$ cat config.mk
export PLATFORM = sky130hd
export DESIGN_NAME = dmem_port_ctrl
export DESIGN_NICKNAME = d
export VERILOG_FILES = /design/src/rtl/dmem_ctrl_pkg.sv /design/src/rtl/dmem_port_ctrl_rr_arb2.sv /design/src/rtl/dmem_port_ctrl.sv
export SDC_FILE = /design/constraint.sdc
export NUM_CORES = 1
export LEC_CHECK = 0
export BUFFER_PORTS_ARGS = -buffer_cell sky130_fd_sc_hd__buf_2
export CORE_MARGIN = 1
export CORE_UTILIZATION = 25
export DETAILED_ROUTE_END_ITERATION = 6
export PLACE_DENSITY = 0.59
export SLEW_MARGIN = 20
export SYNTH_ARGS = -nofsm -noshare
export SYNTH_HDL_FRONTEND = slang
export SYNTH_SLANG_ARGS = --single-unit
$ cat constraint.sdc
create_clock -name clk_i -period 3.2 [get_ports clk_i]
set_clock_uncertainty 0.05 [all_clocks]
set_input_delay 0.64 -clock clk_i [delete_from_list [all_inputs] [get_ports clk_i]]
set_output_delay 0.64 -clock clk_i [all_outputs]
set_load 0.1 [all_outputs]
$ cat src/rtl/dmem_ctrl_pkg.sv
// Shared definitions for the data-memory port controller: FSM states,
// requester port identifiers and the address-legality check.
package dmem_ctrl_pkg;

    typedef enum logic [1:0] {
        ST_IDLE = 2'd0,
        ST_BUSY = 2'd1,
        ST_DONE = 2'd2
    } state_e;

    localparam logic PORT_CPU = 1'b0;
    localparam logic PORT_DMA = 1'b1;

    // A legal access is word aligned and falls inside the memory array.
    function automatic logic addr_legal(input logic [63:0] addr,
                                        input int unsigned depth);
        return (addr[1:0] == 2'b00) && (addr < (64'(depth) << 2));
    endfunction

endpackage

$ cat src/rtl/dmem_port_ctrl_rr_arb2.sv
// Two-way round-robin arbiter: on a tie, grant the port not served last.
module rr_arb2
    import dmem_ctrl_pkg::*;
(
    input  logic       clk_i,
    input  logic       rst_i,
    input  logic [1:0] req,
    input  logic       update,
    output logic [1:0] gnt
);

    logic last_q;

    // Grant selection: a lone requester always wins, a tie goes to the other port.
    always_comb begin
        gnt = 2'b00;
        if (req[0] && (!req[1] || (last_q == PORT_DMA))) begin
            gnt[0] = 1'b1;
        end else if (req[1]) begin
            gnt[1] = 1'b1;
        end
    end

    // Remember which port was granted most recently.
    always_ff @(posedge clk_i or negedge rst_i) begin
        if (!rst_i) begin
            last_q <= PORT_DMA;
        end else if (update && (gnt != 2'b00)) begin
            last_q <= gnt[1];
        end
    end

endmodule

$ cat src/rtl/dmem_port_ctrl.sv
// Sequences fixed-latency accesses to a single-port data memory shared by
// the CPU MEM stage (port 0) and a DMA/debug loader (port 1).
module dmem_port_ctrl
    import dmem_ctrl_pkg::*;
#(
    parameter int          DATA_W    = 32,
    parameter int          ADDR_W    = 32,
    parameter int unsigned MEM_DEPTH = 32,
    parameter int          MEM_LAT   = 2
) (
    input  logic              clk_i,
    input  logic              rst_i,
    input  logic              cpu_req_i,
    input  logic              cpu_we_i,
    input  logic [ADDR_W-1:0] cpu_addr_i,
    input  logic [DATA_W-1:0] cpu_wdata_i,
    output logic [DATA_W-1:0] cpu_rdata_o,
    output logic              cpu_ack_o,
    output logic              cpu_stall_o,
    input  logic              dma_req_i,
    input  logic              dma_we_i,
    input  logic [ADDR_W-1:0] dma_addr_i,
    input  logic [DATA_W-1:0] dma_wdata_i,
    output logic [DATA_W-1:0] dma_rdata_o,
    output logic              dma_ack_o,
    output logic              err_o,
    output logic              mem_en_o,
    output logic              mem_we_o,
    output logic [ADDR_W-1:0] mem_addr_o,
    output logic [DATA_W-1:0] mem_wdata_o,
    input  logic [DATA_W-1:0] mem_rdata_i
);

    localparam int CNT_W = (MEM_LAT > 1) ? $clog2(MEM_LAT) : 1;

    state_e            state;
    logic [CNT_W-1:0]  count;
    logic              port_q;
    logic              we_q;
    logic              legal_q;

    logic [1:0]        req;
    logic [1:0]        gnt;
    logic              arb_upd;
    logic              sel_we;
    logic [ADDR_W-1:0] sel_addr;
    logic [DATA_W-1:0] sel_wdata;
    logic              sel_legal;
    logic [DATA_W-1:0] rd_cap;

    assign req     = {dma_req_i, cpu_req_i};
    assign arb_upd = (state == ST_IDLE);

    rr_arb2 u_arb (
        .clk_i  (clk_i),
        .rst_i  (rst_i),
        .req    (req),
        .update (arb_upd),
        .gnt    (gnt)
    );

    // Mux the granted requester's fields and judge its address.
    always_comb begin
        sel_we    = gnt[1] ? dma_we_i    : cpu_we_i;
        sel_addr  = gnt[1] ? dma_addr_i  : cpu_addr_i;
        sel_wdata = gnt[1] ? dma_wdata_i : cpu_wdata_i;
        sel_legal = addr_legal(64'(sel_addr), MEM_DEPTH);
        rd_cap    = (legal_q && !we_q) ? mem_rdata_i : '0;
    end

    // The pipeline waits until its own access has been acknowledged.
    assign cpu_stall_o = cpu_req_i & ~cpu_ack_o;

    // Access sequencer: accept a grant, hold the memory busy, then acknowledge.
    always_ff @(posedge clk_i or negedge rst_i) begin
        if (!rst_i) begin
            state       <= ST_IDLE;
            count       <= '0;
            port_q      <= PORT_CPU;
            we_q        <= 1'b0;
            legal_q     <= 1'b0;
            cpu_rdata_o <= '0;
            cpu_ack_o   <= 1'b0;
            dma_rdata_o <= '0;
            dma_ack_o   <= 1'b0;
            err_o       <= 1'b0;
            mem_en_o    <= 1'b0;
            mem_we_o    <= 1'b0;
            mem_addr_o  <= '0;
            mem_wdata_o <= '0;
        end else begin
            cpu_ack_o   <= 1'b0;
            dma_ack_o   <= 1'b0;
            err_o       <= 1'b0;
            cpu_rdata_o <= '0;
            dma_rdata_o <= '0;
            case (state)
                ST_IDLE: begin
                    if (req != 2'b00) begin
                        port_q      <= gnt[1];
                        we_q        <= sel_we;
                        legal_q     <= sel_legal;
                        mem_addr_o  <= {sel_addr[ADDR_W-1:2], 2'b00};
                        mem_wdata_o <= sel_wdata;
                        mem_en_o    <= sel_legal;
                        mem_we_o    <= sel_legal & sel_we;
                        count       <= CNT_W'(MEM_LAT - 1);
                        state       <= ST_BUSY;
                    end
                end
                ST_BUSY: begin
                    mem_we_o <= 1'b0;
                    if (count == '0) begin
                        mem_en_o <= 1'b0;
                        err_o    <= ~legal_q;
                        if (port_q == PORT_DMA) begin
                            dma_ack_o   <= 1'b1;
                            dma_rdata_o <= rd_cap;
                        end else begin
                            cpu_ack_o   <= 1'b1;
                            cpu_rdata_o <= rd_cap;
                        end
                        state <= ST_DONE;
                    end else begin
                        count <= count - 1'b1;
                    end
                end
                ST_DONE: begin
                    state <= ST_IDLE;
                end
                default: begin
                    state <= ST_IDLE;
                end
            endcase
        end
    end

endmodule

==> metrics.md, run 1 <==
| Metric | Value |
|---|---|
| DR pass1 iterations | 4 |
| Cell area after synthesis | around 0.0055 mm2 |
| Worst-path clk slew | 0.06 ns |
| Root Driver | clkbuf_16 |
| Count of final hold-check violations | 0 |
| Critical R2R Capture | mem_addr_o[20] |
| # rows | 53 |
| Dominant cells by area after synthesis | dfrtp_1, mux2i_1, and3_1 |
| Synth Register Bits | ~140 |
| Final core occ | about 37% |
| Most numerous cell in the Yosys netlist | dfrtp_1 |
| Final net count | 930 |
| Sequential fraction of the synthesis area | 63.04% |
| Pre-CTS setup slack | just over 0.9 ns |
| Post-synth cell types | 31 |
| EDFF count, synth | 0 |
| Most instantiated cells after synthesis | dfrtp_1, nand2_1, and3_1 |
| Power Density | ~1200 mW/mm2 |
| Initial Util | 25.75% |
| Antenna violations before repair | 0 |
| Fill cells | 2157 |
| Slew @ Worst Pin | around 0.62 ns |
| First-pass GRT wire length | 24560 um |
| GRT Resource Usage Total | 14.39% |
| CTS max path bufs | 2 |
| Post-CTS sizing | 0 |
| Largest net degree at the start of global routing | slightly above 70 |
| Min Tclk post-route | 2.242 ns |
| Postcts setup bufs | 0 |
| Fraction of registers with async set/reset | 100.0% |
| DP HPWL | 11840 um |
| Primary FF master, synth | dfrtp_1 |
| Crit path max fanout | 5 |
| Number of buffers created by CTS | 17 |
| Peak supply drop | 0.0003262 V |
| Critical Path Sink Type | output pin |
| DIE HEIGHT | 150.1 um |
| Vias per Instance | 4.370 |
| DRC violations left | 0 |
| Outcome | finished clean |
| WL final | 16190 um |
| H-Tree Depth | 4 |
| Layout area overhead | 42.76% |
| Syn avg cell area | 11.61 um2 |
| Vias | 4597 |
| Critical path type | in2out |
| Diodes inserted | 0 |
| R2R depth | 4 |
| Vias in the first global route | 4658 |
| Setup violations, final | 0 |
| Slew Limit Fails | 0 |
| PnR worst setup slack | approximately 0.96 ns |
| Routability cong. | 0.8283 |
| Max-Cap Viols | 0 |
| Min-Delay Path Class | in2async |
| Port-buffer cells | 297 |
| RSZ-0062 raised after global routing | no |
| Share of cells above drive strength 1 | about 44% |
| CTS Sinks | 138 |
| CP arrival | 1.55 ns |
| Tcrit/Tclk final | 70.07% |
| TritonCTS clock tree | done |
| Ys Warns | 0 |
| Crit path required time | around 2.5 ns |
| Rel. slew slack | 58.79% |
| Worst r2r src | u_arb.last_q |
| Synth top area share | 62.56% |
| Die X | ~150 um |
| Synth area leader | dfrtp_1 |
| Ports | 300 |
| Total gr overflow | 0 |
| Post-route ant nets | 0 |
| Hold-fix buffers at CTS | 0 |
| Worst-Skew Late Latency | 0.41 ns |
| Worst reg2reg setup slack | between 1 and 1.5 ns |
| Lkg Pwr | ~4.4 nW |
| Worst Setup Start Kind | input port |
| Fmax | 446.0 MHz |
| Syn Inst Count | approximately 470 |
| Drt initial violations | 166 |
| Sum Neg Setup Slack | 0 ns |
| Die ar. | 0.02252 mm2 |
| WL/cell | 15.39 um |
| Core box area | 0.02129 mm2 |
-- stage by stage --
stage / power [mW] / std cells / hold WS [ns] / cell area (um2)
4_1_cts: 9.683 / 1051 / 0.1084 / 7804
3_3_place_gp: 7.810 / 1019 / 0.4087 / 7272
6_report: 9.590 / 1052 / 0.1064 / 7824
2_1_floorplan: 6.833 / 473 / 0.2944 / 5484
5_1_grt: 10.04 / 1052 / 0.1329 / 7824
3_5_place_dp: 7.860 / 1019 / 0.4071 / 7272
-- critical path, cell delays in order --
cell     delay [ns]
buf_2          0.17
nor2b_1        0.26
buf_2          0.48
-- layer usage --
layer / GRT usage, % / vias up / part of all wire (%)
li1: - / 2235 / -
met1: 16.61 / 2167 / 42
met2: 24.63 / 178 / 49
met3: 5.152 / 17 / 7.5
met4: 4.747 / 0 / 1.8
met5: 0 / - / 0
-- cells by family after synthesis --
group,share of synthesized area (%)
muxes,11.51
AOI/OAI and AO/OA,7.215
and+or+nand+nor,14.84
buffers and inverters,3.333
other,0.06843
DFF,63.04
-- power breakdown --
group	internal, mW	switching [mW]
sequential	2.26	0.244
clock	0.997	0.795
combinational	0.811	4.49
total	4.06	5.52
-- placed cells by master, fill, tap and decap left out, drive strengths merged, types with 4 or more instances in the layout --
| cell type | netlist | final |
|---|---|---|
| nor2 | 4 | 4 |
| a21oi | 4 | 4 |
| o21ai | 65 | 65 |
| buf | 20 | 308 |
| clkbuf | 16 | 19 |
| inv | 2 | 4 |
| and3 | 64 | 64 |
| dfrtp | 137 | 137 |
| clkinv | 0 | 8 |
| nor4 | 12 | 12 |
| mux2i | 63 | 63 |
| nand2 | 65 | 65 |
-- state kept, by name, indices dropped and copies added (netlist names), 2 cells and up --
signal	cells
cpu_rdata_o	32
dma_rdata_o	32
mem_addr_o	30
mem_wdata_o	32
state	2
-- area by class of cell --
cell class              instances  area, um2  area share [%]
well taps                     275      344.1           4.398
clock inverters                13      98.84           1.263
inverters                       2      7.507         0.09595
repair buffers                308       1613           20.61
clock buffers                  19      432.9           5.533
multi-input cells             297       1873           23.94
flip-flops and latches        138       3455           44.15
-- worst max path at each step --
| stage | from | endpoint | slack (ns) | cells after the start |
|---|---|---|---|---|
| after CTS | cpu_req_i | cpu_stall_o | 0.90 | 3 |
| after global placement | cpu_req_i | cpu_stall_o | 0.91 | 3 |
| after detailed placement | cpu_req_i | cpu_stall_o | 0.91 | 3 |
| after global routing | cpu_req_i | cpu_stall_o | 0.90 | 3 |
| after floorplan | cpu_ack_o | cpu_stall_o | 0.30 | 1 |
| final | cpu_req_i | cpu_stall_o | 0.96 | 3 |
Power figures use the tool's default switching activity.
==> run 2, diff against run 1 <==
clock period = 2.15 ns   (was 3.2 ns; I/O delays follow)
==> run 2 against run 1 <==
  * Power up 54%
  * Die area unchanged
  * Final area up 2.7%
  * Wire length down 1.1%
  * Sequential share of layout area down 1.2 points
  * Worst hold slack better by 0.097 ns
  * Combinational power up 50%
  * Clock power up 75%
  * Via count down 0.26%
  * Non-clock buffer count up 11
  * Register-to-register slack worse by 0.91 ns
  * Flip-flop and latch count unchanged
==> metrics.md, run 2 (synthesis gave the netlist of run 1 again) <==
| Metric | Value |
|---|---|
| WL/cell | 15.06 um (-2.1%) |
| GRT Resource Usage Total | 14.12% (-0.27 points) |
| Slew @ Worst Pin | 0.5580 ns (-0.06023 ns) |
| Fmax | 539.1 MHz |
| Fill cells | 2138 (-0.88%) |
| Critical Path Sink Type | output pin |
| Core box area | 0.02129 mm2 (unchanged) |
| CTS Sinks | 138 (unchanged) |
| DRC violations left | 0 (unchanged) |
| Die X | 150.1 um (unchanged) |
| Crit path required time | 1.67 ns (-0.84 ns) |
| HP Start | mem_rdata_i[14] |
| Vias in the first global route | 4580 (-1.7%) |
| Tcrit/Tclk final | between 80% and 90% |
| Most common cell after layout, fill and taps aside | buf_2 |
| Sum Neg Setup Slack | 0 ns (unchanged) |
| CTS max path bufs | 2 (unchanged) |
| # rows | 53 (unchanged) |
| Layout area overhead | 46.64% |
| Number of buffers created by CTS | 17 (unchanged) |
| Initial Util | 25.75% (unchanged) |
| Hold path endpoint | dma_rdata_o[14] |
| CP arrival | 1.37 ns (-0.18 ns) |
| Slew Limit Fails | 0 (unchanged) |
| Post-route ant nets | 0 (unchanged) |
| Worst-Skew Late Latency | 0.41 ns (about the same) |
| RSZ-0062 raised after global routing | no |
| Critical path type | reg2out |
| Outcome | finished clean |
| First-pass GRT wire length | 23920 um (-2.6%) |
| Diodes inserted | 0 (unchanged) |
| Crit path max fanout | 2 (-3) |
| CP max stage cell | dfrtp_1 |
| R2R depth | 5 (+1) |
| Total gr overflow | 0 (unchanged) |
| Antenna violations before repair | 0 (unchanged) |
| Final Instance Count excl. Fillers | 1063 (+1.0%) |
| Worst-path clk slew | 0.06 ns (about the same) |
| Net Sw Frac | 54.85% (-2.8 points) |
| Largest net degree at the start of global routing | 65 (-9.7%) |
| Vias per Instance | 4.313 (-1.3%) |
| DP HPWL | 12120 um (+2.4%) |
| Root Driver | clkbuf_16 |
| Slowest stage delay, CP | 0.43 ns (-0.05 ns) |
| Routability cong. | 0.7523 (-9.2%) |
| Count of final hold-check violations | 0 (unchanged) |
| Hold path depth | 2 |
| Port-buffer cells | 297 (unchanged) |
| Rel. slew slack | 63.06% (+4.3 points) |
| Peak supply drop | 0.0007033 V (+120%) |
| Final net count | 941 (+1.2%) |
| H-Tree Depth | 4 (unchanged) |
| Cell-by-cell trace of the critical path | nor2b_4 > buf_2 |
| Sequential share of power | 25.1% (-1.0 points) |
| Inst Count DP | 1030 (+1.1%) |
| WL final | 16010 um (-1.1%) |
| Internal Power | 6.682 mW (+64%) |
| Lkg Pwr | 4.549 nW (+2.8%) |
| DIE HEIGHT | 150.1 um (unchanged) |
| Setup violations, final | 0 (unchanged) |
| TritonCTS clock tree | done |
| Commonest non-fill, non-tap cells in the layout | buf_2, dfrtp_1, nand2_1, and3_1, mux2i_1 |
| Vias | 4585 (-0.26%) |
| Max-Cap Viols | 0 (unchanged) |
| Critical R2R Capture | mem_we_o |
| Switch Pwr | 8.117 mW (+47%) |
| Die ar. | 0.02252 mm2 (unchanged) |
| Worst r2r src | u_arb.last_q |
| Power Density | 1842 mW/mm2 (+50%) |
| Ports | 300 (unchanged) |
| Min Tclk post-route | 1.855 ns |
| Worst reg2reg setup slack | 0.49 ns (-0.91 ns) |
| Top Registers | cpu_rdata_o x32, dma_rdata_o x32, mem_wdata_o x32 |
| Post-CTS sizing | 0 (unchanged) |
| Drt initial violations | 166 (unchanged) |
| Share of cells above drive strength 1 | 45.18% (+0.78 points) |
| DR pass1 iterations | 4 (unchanged) |
| Clock share of power | 21.2% (+2.5 points) |
| Min-Delay Path Class | in2reg |
| Worst Setup Start Kind | flip-flop |
| Share of power burned in combinational logic | 53.7% (-1.5 points) |
run 2: cell types whose count changed in the layout (fill, tap and decap cells not counted), sizes merged, moves of 2 or more:
cell / before / now
buf: 308 / 318
bufinv: 0 / 4
clkbuf: 19 / 22
clkinv: 8 / 6
clkinvlp: 3 / 0
inv: 4 / 2
run 2: final cells by class:
| type | count | area, um2 | area share, % |
|---|---|---|---|
| Tap cell | 275 | 344.1 | 4.281 |
| Sequential cell | 138 | 3455 | 42.99 |
| Inverter | 2 | 7.507 | 0.09341 |
| Timing Repair Buffer | 319 | 1710 | 21.28 |
| Clock inverter | 10 | 165.2 | 2.055 |
| Clock buffer | 22 | 474.2 | 5.901 |
| Multi-Input combinational cell | 297 | 1881 | 23.40 |
run 2: power groups by stage:
stage               clock network (mW)  registers (mW)  logic (mW)
global route                      3.35            3.82        8.36
floorplan                            0            8.65        1.53
finish                            3.13            3.72        7.95
CTS                               3.24            3.73        8.03
detailed placement                   0            3.77        8.03
global placement                     0            3.74        7.99
run 2: through the flow:
stage | cell area (um2) | util [%] | hold slack [ns] | total power, mW | setup WS (ns)
after global placement | 7387 | 34.70 | 0.3706 | 11.74 | 0.2913
after CTS | 8036 | 37.75 | 0.1773 | 15.00 | 0.2471
after detailed placement | 7387 | 34.70 | 0.3734 | 11.80 | 0.3278
after floorplan | 5492 | - | 0.08441 | 10.18 | 0.2751
final | 8036 | 37.75 | 0.2036 | 14.80 | 0.2952
after global routing | 8036 | 37.75 | 0.1840 | 15.53 | 0.2330
run 2: critical path, delay by kind of cell (launching register included):
kind | cells | cell delay, ns
buffers and inverters | 1 | 0.42
AND/OR/NAND/NOR | 1 | 0.11
flip-flops | 1 | 0.43
run 2: worst max-delay path by stage:
stage	startpoint	end	slack [ns]	cells past startpoint
after floorplan	cpu_ack_o	cpu_stall_o	0.28	1
after global placement	cpu_addr_i[9]	mem_we_o	0.29	5
after detailed placement	dma_req_i	mem_we_o	0.33	6
after CTS	cpu_ack_o	cpu_stall_o	0.25	2
after global routing	cpu_ack_o	cpu_stall_o	0.23	2
final	cpu_ack_o	cpu_stall_o	0.30	2
run 2: repair_timing:
item                                   CTS  global route
hold buffers                             1             0
endpoints found under the hold margin   48             0
setup endpoints to repair                0             0
setup buffers                            0             0
run 2: layer usage:
metal	up-vias	GRT usage (%)	wire (um)
li1	2257	-	-
met1	2143	15.99	6530
met2	178	25.14	8090
met3	7	5.030	1269
met4	0	3.384	121
met5	-	0	0
